<file path="src/rtl/i2c_byte_tx.sv">
// i2c_byte_tx
// Sends one byte MSB first on SCL/SDA, then clocks a ninth (ACK) bit and
// reports whether the slave pulled SDA low. It takes over the bus after
// START has left SCL low. Each SCL phase lasts dbl_clock_divisor+1 cycles.
//
// Ports
//   clk                system clock
//   reset              synchronous, active-high reset
//   dbl_clock_divisor  half-period length minus one (latched on accept)
//   tx_valid/tx_ready  byte request handshake (ready only while idle)
//   tx_data            byte to send (latched on accept)
//   sda_in             synchronised SDA line
//   sda_out, scl_out   0 = drive low, 1 = release
//   busy               high from the cycle after accept through done
//   done               one-cycle pulse at the end of the ACK slot
//   ack                1 = slave acknowledged; holds until the next result
//
// state      | meaning
// k_idle     | waiting for a byte; bus lines hold their last value
// k_bit_low  | SCL low, SDA carries the current data bit
// k_bit_high | SCL high, data bit stable
// k_ack_low  | SCL low, SDA released for the slave
// k_ack_high | SCL high, ACK sampled on the last cycle
// k_done     | one-cycle completion pulse
module i2c_byte_tx (
   input  logic        clk,
   input  logic        reset,
   input  logic [15:0] dbl_clock_divisor,
   input  logic        tx_valid,
   output logic        tx_ready,
   input  logic [7:0]  tx_data,
   input  logic        sda_in,
   output logic        sda_out,
   output logic        scl_out,
   output logic        busy,
   output logic        done,
   output logic        ack
);

   typedef enum logic [2:0] {
      k_idle,
      k_bit_low,
      k_bit_high,
      k_ack_low,
      k_ack_high,
      k_done
   } state_t;

   state_t      state_q, state_d;
   logic [15:0] ctr_q, ctr_d;
   logic [2:0]  bit_q, bit_d;
   logic [7:0]  shift_q, shift_d;
   logic [15:0] div_q, div_d;
   logic        ack_q, ack_d;
   logic        sda_q, sda_d;
   logic        scl_q, scl_d;
   logic        tc;

   always_comb begin
      state_d = state_q;
      ctr_d   = ctr_q;
      bit_d   = bit_q;
      shift_d = shift_q;
      div_d   = div_q;
      ack_d   = ack_q;
      sda_d   = sda_q;
      scl_d   = scl_q;
      tc      = (ctr_q == div_q);

      // Shared phase timer for the four bus-driving states.
      if (state_q != k_idle && state_q != k_done) begin
         ctr_d = tc ? 16'd0 : ctr_q + 16'd1;
      end

      case (state_q)
         k_idle: begin
            if (tx_valid) begin
               shift_d = tx_data;
               div_d   = dbl_clock_divisor;
               bit_d   = 3'd7;
               ctr_d   = 16'd0;
               scl_d   = 1'b0;
               sda_d   = tx_data[7];
               state_d = k_bit_low;
            end
         end
         k_bit_low: begin
            if (tc) begin
               scl_d   = 1'b1;
               state_d = k_bit_high;
            end
         end
         k_bit_high: begin
            if (tc) begin
               scl_d = 1'b0;
               if (bit_q != 3'd0) begin
                  bit_d   = bit_q - 3'd1;
                  shift_d = {shift_q[6:0], 1'b0};
                  // Next bit goes out on the same edge that pulls SCL low.
                  sda_d   = shift_q[6];
                  state_d = k_bit_low;
               end else begin
                  sda_d   = 1'b1;
                  state_d = k_ack_low;
               end
            end
         end
         k_ack_low: begin
            if (tc) begin
               scl_d   = 1'b1;
               state_d = k_ack_high;
            end
         end
         k_ack_high: begin
            if (tc) begin
               ack_d   = ~sda_in;
               scl_d   = 1'b0;
               sda_d   = 1'b1;
               state_d = k_done;
            end
         end
         k_done: begin
            state_d = k_idle;
         end
         default: begin
            state_d = k_idle;
         end
      endcase
   end

   always_ff @(posedge clk) begin
      if (reset) begin
         state_q <= k_idle;
         ctr_q   <= 16'd0;
         bit_q   <= 3'd0;
         shift_q <= 8'd0;
         div_q   <= 16'd0;
         ack_q   <= 1'b0;
         sda_q   <= 1'b1;
         scl_q   <= 1'b1;
      end else begin
         state_q <= state_d;
         ctr_q   <= ctr_d;
         bit_q   <= bit_d;
         shift_q <= shift_d;
         div_q   <= div_d;
         ack_q   <= ack_d;
         sda_q   <= sda_d;
         scl_q   <= scl_d;
      end
   end

   // Lines are released while reset is held, not only after the edge.
   assign sda_out  = sda_q | reset;
   assign scl_out  = scl_q | reset;
   assign tx_ready = (state_q == k_idle) && !reset;
   assign busy     = (state_q != k_idle);
   assign done     = (state_q == k_done);
   assign ack      = ack_q;

endmodule

</file>
<file path="config.mk">
export PLATFORM = sky130hd
export DESIGN_NAME = i2c_byte_tx
export DESIGN_NICKNAME = d
export VERILOG_FILES = /design/src/rtl/i2c_byte_tx.sv
export SDC_FILE = /design/constraint.sdc
export NUM_CORES = 1
export LEC_CHECK = 0
export ABC_AREA = 0
export CELL_PAD_IN_SITES_DETAIL_PLACEMENT = 1
export CELL_PAD_IN_SITES_GLOBAL_PLACEMENT = 1
export CORE_MARGIN = 8
export CORE_UTILIZATION = 30
export CTS_CLUSTER_DIAMETER = 120
export DETAILED_ROUTE_END_ITERATION = 8
export GPL_TIMING_DRIVEN = 0
export PLACE_DENSITY_LB_ADDON = 0.1
export REMOVE_ABC_BUFFERS = 1
export SYNTH_ARGS = -nofsm -noshare
export SYNTH_HDL_FRONTEND = slang
export SYNTH_SLANG_ARGS = --single-unit
</file>
<file path="constraint.sdc">
create_clock -name clk -period 4.9 [get_ports clk]
set_clock_uncertainty 0.15 [all_clocks]
set_input_delay 0.98 -clock clk [delete_from_list [all_inputs] [get_ports clk]]
set_output_delay 0.98 -clock clk [all_outputs]
set_load 0.02 [all_outputs]
</file>
==> results by group, run 1 <==
Layout
  – ANT cells: 0
  – Filler cells: 959
  – Final net count: between 300 and 400
  – Area Growth Syn to Fin: 20.9%
  – Fin area: approximately 2900 sq um
  – Share of layout cells above drive strength 1: 7.64%

Timing
  – WHS: 319 ps
  – Fmax: ~240 MHz
  – Max-slew violations: 0
  – PnR worst setup slack: 783 ps
  – Worst Tran Pin Value: 804 ps
  – Max-Slew Margin vs Limit: a little under half
  – Final Cycle Share: 84.0%
  – Setup violators final: 0
  – RSZ-0062 raised after global routing: no
  – Setup TNS: 0 ps
  – Tmin final: just over 4000 ps
  – Hold Vio Cnt, Final: 0

Die
  – Starting Density: 30.3%
  – Rows: 33
  – Die area: 11300 sq um
  – Core Region: 8050 sq um
  – Ports: 34
  – Die width: between 100 and 150 um
  – Die Ht: 106 um

Worst setup path
  – Top cell by count, worst path: clkdlybuf4s50_1
  – Crit path max fanout: 20
  – Crit path DAT: 2990 ps
  – CP bufs+invs: 3
  – Slowest cell on crit path: clkdlybuf4s50_1
  – Worst stage delay on the critical path: about 790 ps
  – Critical Path RT: 3770 ps
  – Worst path cell trace: clkdlybuf4s50_1 -> buf_16 -> or2_2 -> clkdlybuf4s50_1
  – Critical path class: in -> out
  – Critical path capture point type: output port
  – Crit-path leading delay family: buffers and inverters
  – CP Launch Type: primary input

Yosys
  – Post-synthesis sequential area ratio: slightly below 40%
  – Synth area leader: dfxtp_1
  – Async set-reset flop share out of synthesis: 0%
  – Post-synth EDFFs: 0
  – Mapped cell area: 2440 sq um
  – Mean Syn Cell Area: 8.47 sq um
  – Post-synth top area share: 39.4%
  – Synth cell types: 46
  – Warnings from Yosys: 0
  – Most numerous cell in the Yosys netlist: dfxtp_1
  – Ys flop type: dfxtp_1
  – Post-synth top cells: 48 x dfxtp_1, 46 x nand2_1, 28 x nor2_1
  – Area contributors post-synth: dfxtp_1 39%, xor2_1 7.5%, nand2_1 7.1%
  – Cells after Synth: 288
  – Synthesized flop and latch total: 48

Clock network
  – Worst skew pair latency: just over 300 ps
  – TritonCTS clock tree: done
  – Max clock buf depth: 2
  – CTS H-tree lvls: 2
  – Hold Buf Count CTS: 0
  – Root buffer cell: clkbuf_8
  – Post-cts sizing count: 0
  – CTS Buf Count: 5
  – Setup Fix Bufs, Post-CTS: 0
  – Clock Sinks: 48
  – Worst-path clk slew: about 90 ps

Run status
  – Status: completed

Placed design
  – Dpl ws: between 700 and 800 ps
  – Final HPWL DP: 4.33 mm
  – Placed Area: 2830 sq um
  – Port bufs: 33
  – GP Congestion: 0.724

Global route
  – First-pass GRT wire length: 10.4 mm
  – Total gr overflow: 0
  – Vias in the first global route: approximately 2200
  – Pin count of the biggest net entering global routing: 28
  – Initial antenna violation count: 0
  – Tot GR Track Use: 11.2%

Route
  – Initial DRC count: 22
  – Vias per cell: 4.80
  – Iteration count of the initial detailed-routing pass: 4
  – Drt total wl: 5.99 mm
  – Via count: between 2000 and 2500
  – Wire per inst: 14.3 um
  – ANT nets after route: 0
  – Drt drc: 0

Power and ir drop
  – Peak VDD IR: 0.0970 mV
  – Static leakage: 1.08 nW
  – Pwr/cell area: 317 nW/um^2

Run
  – Max Cap Viol: 0

Worst hold path
  – Hold Crit Class: reg -> reg
## sequential cells by signal, summed over array words and instances (netlist names)
| signal | flops |
|---|---|
| ctr_q | 16 |
| scl_q | 1 |
| div_q | 16 |
| bit_q | 3 |
| state_q | 3 |
| shift_q | 7 |
| sda_q | 1 |
| ack | 1 |
## worst min-delay path, cell delays in order (launching register included)
cell and delay, ps:
dfxtp_1 320, nand2_1 50, a21oi_1 50
## metrics by stage
stage | util (%) | power [mW] | cells
2_1_floorplan | - | 0.570 | 271
3_3_place_gp | 34.7 | 0.645 | 409
3_5_place_dp | 35.1 | 0.650 | 410
4_1_cts | 36.5 | 0.947 | 418
5_1_grt | 36.6 | 0.987 | 419
6_report | 36.6 | 0.933 | 419
## where the power goes
part / switching (mW) / leakage (nW) / internal [mW]
sequential: 0.0264 / 0.392 / 0.416
clock: 0.144 / 0.0541 / 0.151
combinational: 0.110 / 0.634 / 0.0862
total: 0.280 / 1.08 / 0.654
## cells in the final DEF, fill, tap and decap left out, drive strengths merged, types with 4 or more instances in the layout
| master | instances |
|---|---|
| nand3 | 8 |
| a31oi | 15 |
| inv | 7 |
| nor4 | 7 |
| or2 | 4 |
| xor2 | 21 |
| clkbuf | 5 |
| a21oi | 22 |
| nor2b | 10 |
| nand2 | 46 |
| xnor2 | 11 |
| dfxtp | 48 |
| clkdlybuf4s50 | 33 |
| nor2 | 30 |
## worst paths after layout
kind               from        end  slack (ps)  cells past startpoint
max               reset    sda_out         780                      4
min reg2reg   div_q[14]  div_q[14]         320                      2
min           div_q[14]  div_q[14]         320                      2
max reg2reg  state_q[1]      scl_q        2330                      5
## layout make-up
| cell class | count | area (sq um) | share of cell area, % |
|---|---|---|---|
| Clock buffer | 5 | 68.8 | 2.33 |
| Tap cell | 105 | 131 | 4.46 |
| Clock inverter | 3 | 42.5 | 1.44 |
| Sequential cell | 48 | 961 | 32.6 |
| Inverter | 7 | 26.3 | 0.891 |
| Multi-Input combinational cell | 216 | 1350 | 45.8 |
| Timing Repair Buffer | 35 | 369 | 12.5 |
## logic make-up (layout without fill, tap and decap cells)
group | Yosys count | after routing | synth area share, %
fa+ha+maj | 3 | 3 | 1.54
xor+xnor | 32 | 32 | 11.5
flops | 48 | 48 | 39.4
mux | 1 | 1 | 0.410
compound gates | 55 | 55 | 14.9
simple gates | 125 | 125 | 26.9
buf+inv | 24 | 50 | 5.29
## per-layer routing
metal / GRT usage [%] / routed length, um / vias up
li1: - / - / 1033
met1: 14.2 / 2970 / 951
met2: 18.4 / 2800 / 19
met3: 2.36 / 144 / 7
met4: 4.12 / 84 / 0
met5: 0 / 0 / -
Power figures use the tool's default switching activity.
==> inputs of run 2 (changes only) <==
==> constraint.sdc (replaced) <==
create_clock -name clk -period 3.8 [get_ports clk]
set_clock_uncertainty 0.15 [all_clocks]
set_input_delay 0.76 -clock clk [delete_from_list [all_inputs] [get_ports clk]]
set_output_delay 0.76 -clock clk [all_outputs]
set_load 0.02 [all_outputs]
==> results of run 2 <==
Same layout as run 1 (identical final DEF). Status: completed.
Main changes from that run: setup slack after placement 748 ps -> 87.9 ps; setup slack after layout 783 ps -> 123 ps; register-to-register setup slack 2330 ps -> 1230 ps; total power 0.933 mW -> 1.20 mW; worst IR drop on VDD 0.0970 mV -> 0.125 mV
